==> src/rtl/pp_pipeline_accel_pkg.sv <==
// rtl/pp_pipeline_accel_pkg.sv - shared state encoding and AXI constants for the Axi2Mat AR generator
package pp_pipeline_accel_pkg;

    typedef enum logic [2:0] {
        ST_IDLE,
        ST_SETUP,
        ST_XFER,
        ST_CALC,
        ST_ISSUE,
        ST_DONE
    } state_t;

    localparam logic [31:0] STRIDE_CONTIG = 32'hFFFF_FFFF;
    localparam int          AXI_4K        = 4096;

endpackage

==> src/rtl/pp_pipeline_accel_burst_len.sv <==
// rtl/pp_pipeline_accel_burst_len.sv - combinational min(rem, MAX_BURST, to4k) burst length
module pp_pipeline_accel_burst_len #(
    parameter int MAX_BURST = 16
) (
    input  logic [42:0] i_rem,
    input  logic [12:0] i_to4k,
    output logic [8:0]  o_len
);

    logic [42:0] w_cap;

    always_comb begin
        w_cap = (i_rem < 43'(MAX_BURST)) ? i_rem : 43'(MAX_BURST);
        o_len = (w_cap < 43'(i_to4k)) ? 9'(w_cap) : 9'(i_to4k);
    end

endmodule

==> src/rtl/pp_pipeline_accel_axi2mat_ar_gen.sv <==
// rtl/pp_pipeline_accel_axi2mat_ar_gen.sv - cuts row transfers into 4KB-safe AXI4 read-address bursts
module pp_pipeline_accel_axi2mat_ar_gen
    import pp_pipeline_accel_pkg::*;
#(
    parameter int DATA_BYTES = 8,
    parameter int MAX_BURST  = 16,
    parameter int ADDR_W     = 64
) (
    input  logic              ap_clk,
    input  logic              ap_rst_n,
    input  logic              ap_start,
    input  logic              ap_continue,
    output logic              ap_done,
    output logic              ap_idle,
    output logic              ap_ready,
    input  logic [ADDR_W-1:0] base_addr,
    input  logic [31:0]       stride,
    input  logic [31:0]       cols_bytes,
    input  logic [10:0]       rows_burst,
    input  logic [10:0]       rows_stride,
    output logic [ADDR_W-1:0] m_axi_gmem_ARADDR,
    output logic [7:0]        m_axi_gmem_ARLEN,
    output logic              m_axi_gmem_ARVALID,
    input  logic              m_axi_gmem_ARREADY,
    output logic [31:0]       beats_total
);

    localparam int SHIFT = $clog2(DATA_BYTES);

    state_t            r_state;
    logic [ADDR_W-1:0] r_row_addr;
    logic [ADDR_W-1:0] r_cur_addr;
    logic [31:0]       r_stride;
    logic [31:0]       r_cols;
    logic [10:0]       r_rows_burst;
    logic [10:0]       r_rows_stride;
    logic [10:0]       r_xfer_cnt;
    logic [42:0]       r_xfer_beats;
    logic [42:0]       r_rem;
    logic [8:0]        r_len;
    logic [ADDR_W-1:0] r_araddr;
    logic [7:0]        r_arlen;
    logic              r_arvalid;
    logic              r_done;
    logic [31:0]       r_beats_total;

    logic [42:0]       w_xfer_bytes;
    logic [42:0]       w_xfer_beats;
    logic [12:0]       w_to4k;
    logic [8:0]        w_len;
    logic [8:0]        w_len_m1;
    logic [42:0]       w_rem_next;
    logic [ADDR_W-1:0] w_cur_next;
    logic [32:0]       w_beats_sum;
    logic              w_zero_job;

    assign w_xfer_bytes = 43'(r_rows_burst) * 43'(r_cols);
    assign w_xfer_beats = (w_xfer_bytes + 43'(DATA_BYTES - 1)) >> SHIFT;
    assign w_to4k       = (13'(AXI_4K) - {1'b0, r_cur_addr[11:0]}) >> SHIFT;
    assign w_len_m1     = w_len - 9'd1;
    assign w_rem_next   = r_rem - 43'(r_len);
    assign w_cur_next   = r_cur_addr + (ADDR_W'(r_len) << SHIFT);
    assign w_beats_sum  = {1'b0, r_beats_total} + 33'(r_len);
    assign w_zero_job   = (r_rows_burst == 11'd0) || (r_rows_stride == 11'd0) || (r_cols == 32'd0);

    pp_pipeline_accel_burst_len #(
        .MAX_BURST (MAX_BURST)
    ) u_burst_len (
        .i_rem  (r_rem),
        .i_to4k (w_to4k),
        .o_len  (w_len)
    );

    always_ff @(posedge ap_clk) begin
        if (!ap_rst_n) begin
            r_state       <= ST_IDLE;
            r_row_addr    <= '0;
            r_cur_addr    <= '0;
            r_stride      <= '0;
            r_cols        <= '0;
            r_rows_burst  <= '0;
            r_rows_stride <= '0;
            r_xfer_cnt    <= '0;
            r_xfer_beats  <= '0;
            r_rem         <= '0;
            r_len         <= '0;
            r_araddr      <= '0;
            r_arlen       <= '0;
            r_arvalid     <= 1'b0;
            r_done        <= 1'b0;
            r_beats_total <= '0;
        end else begin
            case (r_state)
                ST_IDLE: begin
                    if (ap_start) begin
                        r_row_addr    <= base_addr;
                        r_stride      <= stride;
                        r_cols        <= cols_bytes;
                        r_rows_burst  <= rows_burst;
                        r_rows_stride <= rows_stride;
                        r_state       <= ST_SETUP;
                    end
                end
                ST_SETUP: begin
                    r_beats_total <= '0;
                    r_xfer_cnt    <= '0;
                    r_xfer_beats  <= w_xfer_beats;
                    if (w_zero_job) begin
                        r_done  <= 1'b1;
                        r_state <= ST_DONE;
                    end else begin
                        r_state <= ST_XFER;
                    end
                end
                ST_XFER: begin
                    r_cur_addr <= r_row_addr;
                    r_rem      <= r_xfer_beats;
                    r_state    <= ST_CALC;
                end
                ST_CALC: begin
                    r_len     <= w_len;
                    r_araddr  <= r_cur_addr;
                    r_arlen   <= w_len_m1[7:0];
                    r_arvalid <= 1'b1;
                    r_state   <= ST_ISSUE;
                end
                ST_ISSUE: begin
                    if (m_axi_gmem_ARREADY) begin
                        r_arvalid     <= 1'b0;
                        r_cur_addr    <= w_cur_next;
                        r_rem         <= w_rem_next;
                        r_beats_total <= w_beats_sum[32] ? 32'hFFFF_FFFF : w_beats_sum[31:0];
                        if (w_rem_next != 43'd0) begin
                            r_state <= ST_CALC;
                        end else begin
                            r_xfer_cnt <= r_xfer_cnt + 11'd1;
                            if (r_xfer_cnt + 11'd1 == r_rows_stride) begin
                                r_done  <= 1'b1;
                                r_state <= ST_DONE;
                            end else begin
                                // Contiguous rows simply continue where the last burst ended.
                                r_row_addr <= (r_stride == STRIDE_CONTIG) ? w_cur_next
                                                                         : r_row_addr + ADDR_W'(r_stride);
                                r_state    <= ST_XFER;
                            end
                        end
                    end
                end
                ST_DONE: begin
                    if (ap_continue) begin
                        r_done  <= 1'b0;
                        r_state <= ST_IDLE;
                    end
                end
                default: r_state <= ST_IDLE;
            endcase
        end
    end

    assign ap_ready           = (r_state == ST_IDLE) && ap_start;
    assign ap_idle            = (r_state == ST_IDLE) && !ap_start;
    assign ap_done            = r_done;
    assign m_axi_gmem_ARADDR  = r_araddr;
    assign m_axi_gmem_ARLEN   = r_arlen;
    assign m_axi_gmem_ARVALID = r_arvalid;
    assign beats_total        = r_beats_total;

endmodule
==> config.mk <==
export PLATFORM = sky130hd
export DESIGN_NAME = pp_pipeline_accel_axi2mat_ar_gen
export DESIGN_NICKNAME = d
export VERILOG_FILES = /design/src/rtl/pp_pipeline_accel_pkg.sv /design/src/rtl/pp_pipeline_accel_burst_len.sv /design/src/rtl/pp_pipeline_accel_axi2mat_ar_gen.sv
export SDC_FILE = /design/constraint.sdc
export NUM_CORES = 2
export LEC_CHECK = 0
export BUFFER_PORTS_ARGS = -buffer_cell sky130_fd_sc_hd__clkbuf_2
export CORE_MARGIN = 5
export CORE_UTILIZATION = 55
export DETAILED_ROUTE_END_ITERATION = 12
export PLACE_DENSITY = 0.74
export RECOVER_POWER = 100
export SKIP_LAST_GASP = 1
export SLEW_MARGIN = 20
export SYNTH_ARGS = -nofsm -noshare
export SYNTH_HDL_FRONTEND = slang
export SYNTH_SLANG_ARGS = --single-unit
==> constraint.sdc <==
create_clock -name ap_clk -period 11.3 [get_ports ap_clk]
set_clock_uncertainty 0.1 [all_clocks]
set_input_delay 0.565 -clock ap_clk [delete_from_list [all_inputs] [get_ports ap_clk]]
set_output_delay 0.565 -clock ap_clk [all_outputs]
set_load 0.01 [all_outputs]
# After elaboration in Yosys (flattened, before gate mapping)
# Cells that the tools add are included.
[totals] regBits=426 word_cells=97
[classes] add_sub_neg=8 multipliers=1 n_lt_le_gt_ge=2 eq_ne=14 n_mux=33 reduce_logical=23
[op_table] op="64-bit 2-to-1 mux" n=6
[op_table] op="64-bit one-hot mux with 2 select lines" n=2
[op_table] op="43-bit 2-to-1 mux" n=2
[op_table] op="43-bit one-hot mux with 2 select lines" n=1
[op_table] op="64-bit by 12-bit adder with 64-bit output" n=1
[op_table] op="64-bit by 32-bit adder with 64-bit output" n=1
[op_table] op="32-bit 2-to-1 mux" n=2
[op_table] op="32-bit one-hot mux with 2 select lines" n=1
[op_table] op="43-bit by 3-bit adder with 43-bit output (second input constant)" n=1
[op_table] op="43-bit by 10-bit less-than comparator with 1-bit output" n=1
[op_table] op="43-bit by 5-bit less-than comparator with 1-bit output (second input constant)" n=1
[op_table] op="11-bit by 32-bit multiplier with 43-bit output" n=1
[op_table] op="43-bit nonzero test" n=1
[op_table] op="43-bit by 9-bit subtractor with 43-bit output" n=1
[op_table] op="32-bit by 9-bit adder with 33-bit output" n=1
[op_table] op="32-bit == test (second input constant)" n=1
[op_table] op="32-bit logical NOT" n=1
[op_table] op="11-bit logical NOT" n=2
[op_table] op="11-bit 2-to-1 mux" n=2
[op_table] op="11-bit one-hot mux with 2 select lines" n=1
[op_table] op="3-bit 2-to-1 mux" n=6
[op_table] op="3-bit one-hot mux with 6 select lines" n=1
[op_table] op="2-bit inequality test (second input constant)" n=7
[op_table] op="13-bit by 12-bit subtractor with 13-bit output (first input constant)" n=1
[op_table] op="other kinds (20)" n=36

# Longest topological paths before layout
[logic_depth] ltp_word=6 mapped_depth=26 mapped_depth_nobuf=23

# Hierarchy
# From an unflattened synthesis, not the netlist that was laid out.
[hier_totals] hier_cells=4680 area_unflattened_um2=35500.3
[by_module_without_submodules] mod="pp_pipeline_accel_axi2mat_ar_gen" instances=1 cells_per_inst=4605 area_each_um2=34952.3 seq_area_each_um2=8528.2
[by_module_without_submodules] mod="pp_pipeline_accel_burst_len" instances=1 cells_per_inst=75 area_each_um2=548.0 seq_area_each_um2=0.0

# Least setup slack after synthesis
# OpenSTA, ideal clock, no wires.
[synth_path] kind="flip-flop to flip-flop" from="register r_rows_burst[7]" to="register r_xfer_beats[37]" t_arrival_ns=6.430 required_time_ns=11.126 path_slack_ns=4.696 path_stages_with_launch=25 n_path_buf=3 cell_sequence="dfxtp_1 clkbuf_1 clkbuf_1 nand2_1 fa_1 inv_1 fa_1 fa_1 fa_1 inv_1 fa_1 inv_1 ha_1 clkbuf_1 nand4_1 nor2_1 o211ai_1 a2111oi_0 o211ai_1 a31oi_1 a2111oi_0 o21bai_1 a21oi_1 or4b_2 a31oi_1"
[synth_between] elab_chain_cells=2
[synth_rtl] item="start: declaration" line="pp_pipeline_accel_axi2mat_ar_gen.sv:35" rtl="logic [10:0] r_rows_burst;"
[synth_rtl] item="start signal: assignment" line="pp_pipeline_accel_axi2mat_ar_gen.sv:99" rtl="r_rows_burst <= rows_burst;"
[synth_rtl] item="11-bit by 32-bit multiplier with 43-bit output" line="pp_pipeline_accel_axi2mat_ar_gen.sv:57" rtl="assign w_xfer_bytes = 43'(r_rows_burst) * 43'(r_cols);"
[synth_rtl] item="43-bit by 3-bit adder with 43-bit output" line="pp_pipeline_accel_axi2mat_ar_gen.sv:58" rtl="assign w_xfer_beats = (w_xfer_bytes + 43'(DATA_BYTES - 1)) >> SHIFT;"
[synth_rtl] item="end signal: assignment" line="pp_pipeline_accel_axi2mat_ar_gen.sv:107" rtl="r_xfer_beats <= w_xfer_beats;"
[synth_rtl] item="end: declaration" line="pp_pipeline_accel_axi2mat_ar_gen.sv:38" rtl="logic [42:0] r_xfer_beats;"
# Every way passes these cells.
# A chain may end at the register's enable or synchronous reset.

# Worst setup path after layout
[layout_path] from="register r_state[0]" to="register r_row_addr[32]"
[layout_between] elab_chain_cells=3 elab_cells_between_ends=9
[layout_rtl] item="start: declaration" line="pp_pipeline_accel_axi2mat_ar_gen.sv:30" rtl="state_t r_state;"
[layout_rtl] item="start signal: assignment" line="pp_pipeline_accel_axi2mat_ar_gen.sv:76" rtl="r_state <= ST_IDLE;"
[layout_rtl] item="start signal: assignment" line="pp_pipeline_accel_axi2mat_ar_gen.sv:101" rtl="r_state <= ST_SETUP;"
[layout_rtl] item="start signal: assignment" line="pp_pipeline_accel_axi2mat_ar_gen.sv:110" rtl="r_state <= ST_DONE;"
[layout_rtl] item="3-bit == test or 3-bit logical NOT (tied branches)" line="pp_pipeline_accel_axi2mat_ar_gen.sv:93" rtl="case (r_state)"
[layout_rtl] item="2-bit inequality test (no source line) or 2-bit nonzero test (tied branches)"
[layout_rtl] item="5-bit AND reduction (no source line)"
[layout_rtl] item="end signal: assignment" line="pp_pipeline_accel_axi2mat_ar_gen.sv:96" rtl="r_row_addr <= base_addr;"
[layout_rtl] item="end signal: assignment" line="pp_pipeline_accel_axi2mat_ar_gen.sv:142" rtl="r_row_addr <= (r_stride == STRIDE_CONTIG) ? w_cur_next"
[layout_rtl] item="end: declaration" line="pp_pipeline_accel_axi2mat_ar_gen.sv:31" rtl="logic [ADDR_W-1:0] r_row_addr;"
# Several ways; a longest one is shown, not always the timed one.

==> results.tsv <==
stage	metric	value	unit
yosys	dominant synthesized flop cell	dfxtp_1	
critical_path	CP Capture Type	flip-flop	
floorplan	# rows	93	
clocking	CTS-repair resized insts	0	
global_route	met2 usage	0.468	
drt	post-route ant nets	0	
sta	Final Critical Period	9.14	ns
power	register share of total power	0.255	
placed_design	Placed Area	37400	um^2
global_route	first-pass GRT wire length	174000	um
clocking	htree depth	2	
sta	worst rel slew slack	-3.91	
global_route	largest net degree at the start of global routing	204	
power	clock share of power	0.206	
drt	DRC violations left	0	
placed_design	Placement Setup Slack	3.89	ns
critical_path	CP Launch Type	flip-flop	
power	peak supply drop	0.000162	V
run_status	outcome	finished with violations	
run_status	failing checks	capacitance limit, slew limit	
finish	final instance area	39000	um^2
yosys	cell area after synthesis	35800	um^2
yosys	number of flops mapped to enable cells by yosys	0	
yosys	cells after synthesis	4742	
global_route	remaining global-route overflow	0	
floorplan	io pins	263	
drt	Pre-Repair DR Iteration Count	6	
yosys	post-synthesis sequential area ratio	0.238	
drt	via count	34186	
flow_run	max cap viols	9	
yosys	Syn Area/Cell	7.55	um^2
placed_design	Port Buffers	262	
placed_design	post-DP HPWL	79100	um
global_route	GRT Total Usage	0.298	
critical_path	critical path type	flip-flop to flip-flop	
global_route	gr busiest metal	met2	
floorplan	die area	70300	um^2
finish	fillcell total	5998	
floorplan	Chip Height	265	um
placed_design	GP Congestion	0.958	
power	Power Internal	4.46	mW
critical_path	Crit Path Max Fanout	203	
placed_design	DP Cell Count	5590	
sta	RSZ-0062 raised after global routing	no	
clocking	clock sink count	426	
global_route	vias in the first global route	32294	
floorplan	core box area	64500	um^2
clocking	Clock Tree Buf Depth	3	
power	pwr/cell area	220	nW/um^2
sta	Max Slew Vio Count	826	
power	Sw Share	0.479	
finish	layout cells sized above 1	0.0676	
sta	period utilization	0.809	
clocking	TritonCTS buffer count	50	
sta	setup_tns	0	ns
floorplan	Die X-Extent	265	um
finish	fin nets	5366	
global_route	GR met1 Demand/Resource	0.418	
sta	setup ws final	2.16	ns
drt	Avg Vias per Cell	6.02	
drt	routed wire length	109000	um
drt	First DRT Iteration DRCs	3447	
clocking	number of setup buffers added after CTS	0	
global_route	initial antenna violation count	0	
sta	Worst Max-Slew Pin Slew	7.36	ns
min_path	Hold WC Path Type	input port to flip-flop	
clocking	Root Buffer	clkbuf_16	
power	combinational share of power	0.539	
finish	ant diodes	0	
clocking	Reg clk slew, reported paths	0.06	ns
finish	commonest non-fill, non-tap cells in the layout	nand2_1, a21oi_1, dfxtp_1, nor2_1, inv_1	
clocking	cts hold-fix bufs	0	
floorplan	Initial Util	0.556	
critical_path	Data arrival, critical path	9.40	ns
global_route	GRT met3 Usage	0.0569	
clocking	CTS tree	done	
yosys	Synth Register Bits	426	
power	Sw Pwr	4.10	mW
drt	DR WL/cell	19.1	um
yosys	Netlist cell types	87	
sta	final setup fails	0	
critical_path	Critical Path RT	11.56	ns
yosys	synthesis warning total	0	
finish	fin cells	5681	
clocking	latest clock arrival within the worst-skew pair	0.65	ns
power	Design Power	8.56	mW
sta	Fmax	109	MHz
yosys	async set-reset flop share out of synthesis	0	
power	Lkg Pwr	15.9	nW
finish	most common cell after layout, fill and taps aside	nand2_1	
finish	Area Overhead vs Synth	8.86	%
sta	final hold vios	0	
==> critical path, cell delays in order, from the launching register on <==
cell	delay, ns
dfxtp_1	0.89
inv_2	0.30
nand2_4	0.47
clkdlybuf4s25_1	5.23
nor2_1	0.90
a221oi_1	0.55
o31ai_1	0.12
==> per-layer routing <==
metal,up-vias,wire [um]
met2,1415,48500
met3,237,9500
li1,16220,-
met5,-,0
met4,0,3900
met1,16314,46700
==> power by group through the flow <==
stage	logic (mW)	registers [mW]	clock network, mW
CTS	4.52	2.16	1.78
finish	4.61	2.18	1.76
floorplan	3.54	1.95	0
detailed placement	4.49	2.19	0
global route	5.10	2.21	1.85
global placement	4.43	2.18	0
==> cells in the mapped netlist (11+ instances only) <==
| library cell | n | share of area |
|---|---|---|
| inv_1 | 359 | 0.038 |
| nand4b_1 | 12 | 0.0029 |
| o31ai_1 | 31 | 0.0065 |
| buf_2 | 14 | 0.0020 |
| nor2b_1 | 22 | 0.0038 |
| o21ai_0 | 231 | 0.032 |
| nor2_1 | 385 | 0.040 |
| and3_1 | 41 | 0.0072 |
| xor2_1 | 51 | 0.012 |
| and2_1 | 185 | 0.032 |
| nand3_1 | 95 | 0.013 |
| a21o_1 | 39 | 0.0082 |
| o221a_2 | 11 | 0.0035 |
| o22ai_1 | 30 | 0.0052 |
| nand4_1 | 48 | 0.0084 |
| ha_1 | 149 | 0.052 |
| nor3_1 | 87 | 0.012 |
| and4_1 | 11 | 0.0027 |
| nand2b_1 | 26 | 0.0045 |
| o21bai_1 | 13 | 0.0027 |
| clkbuf_1 | 286 | 0.030 |
| nor4_1 | 55 | 0.0096 |
| a211oi_1 | 62 | 0.013 |
| o211ai_1 | 53 | 0.011 |
| dfxtp_1 | 426 | 0.24 |
| a22oi_1 | 39 | 0.0082 |
| fa_1 | 275 | 0.15 |
| xnor2_1 | 105 | 0.026 |
| nand2_1 | 824 | 0.086 |
| a311oi_1 | 19 | 0.0046 |
| o21a_1 | 33 | 0.0069 |
| a31oi_1 | 39 | 0.0068 |
| or3_1 | 31 | 0.0054 |
| a21oi_1 | 465 | 0.065 |
==> per-stage QoR <==
step	util	hold WS, ns
6_report	0.605	0.0495
5_1_grt	0.605	0.0467
4_1_cts	0.608	0.0300
3_5_place_dp	0.580	0.346
3_3_place_gp	0.580	0.339
2_1_floorplan	-	0.320
==> worst paths after layout <==
| kind | start | endpoint | depth (start not counted) | slack (ns) |
|---|---|---|---|---|
| worst max-delay path | r_state[0] | r_row_addr[32] | 6 | 2.16 |
| worst min-delay path | rows_stride[0] | r_rows_stride[0] | 3 | 0.05 |
| worst max register to register | r_state[0] | r_row_addr[32] | 6 | 2.16 |
| worst min register to register | r_xfer_beats[6] | r_xfer_beats[6] | 2 | 0.35 |
==> area by class of cell <==
class | instances | area (um^2) | area share
Multi-Input combinational cell | 3646 | 24800 | 0.636
Sequential cell | 426 | 8530 | 0.219
Timing Repair Buffer | 300 | 1430 | 0.0368
Clock buffer | 62 | 1380 | 0.0353
Inverter | 363 | 1360 | 0.0350
Tap cell | 855 | 1070 | 0.0274
Clock inverter | 29 | 432 | 0.0111
==> registers in the layout, summed over array words and instances, names as in the netlist <==
name                flops
m_axi_gmem_ARADDR      64
r_cur_addr             64
r_row_addr             64
r_rem                  43
r_xfer_beats           40
beats_total            32
r_cols                 32
r_stride               32
r_rows_burst           11
r_rows_stride          11
r_xfer_cnt             11
r_len                   9
m_axi_gmem_ARLEN        8
r_state                 3
ap_done                 1
m_axi_gmem_ARVALID      1
==> cells by family after synthesis <==
logic type / synth area share
adder cells (fa/ha/maj): 0.206
buffers and inverters: 0.0717
XOR/XNOR: 0.0381
AO/OA/AOI/OAI: 0.202
other: 0.000105
multiplexers: 0.00374
AND/OR/NAND/NOR: 0.241
flip-flops: 0.238
Power figures use the tool's default switching activity.
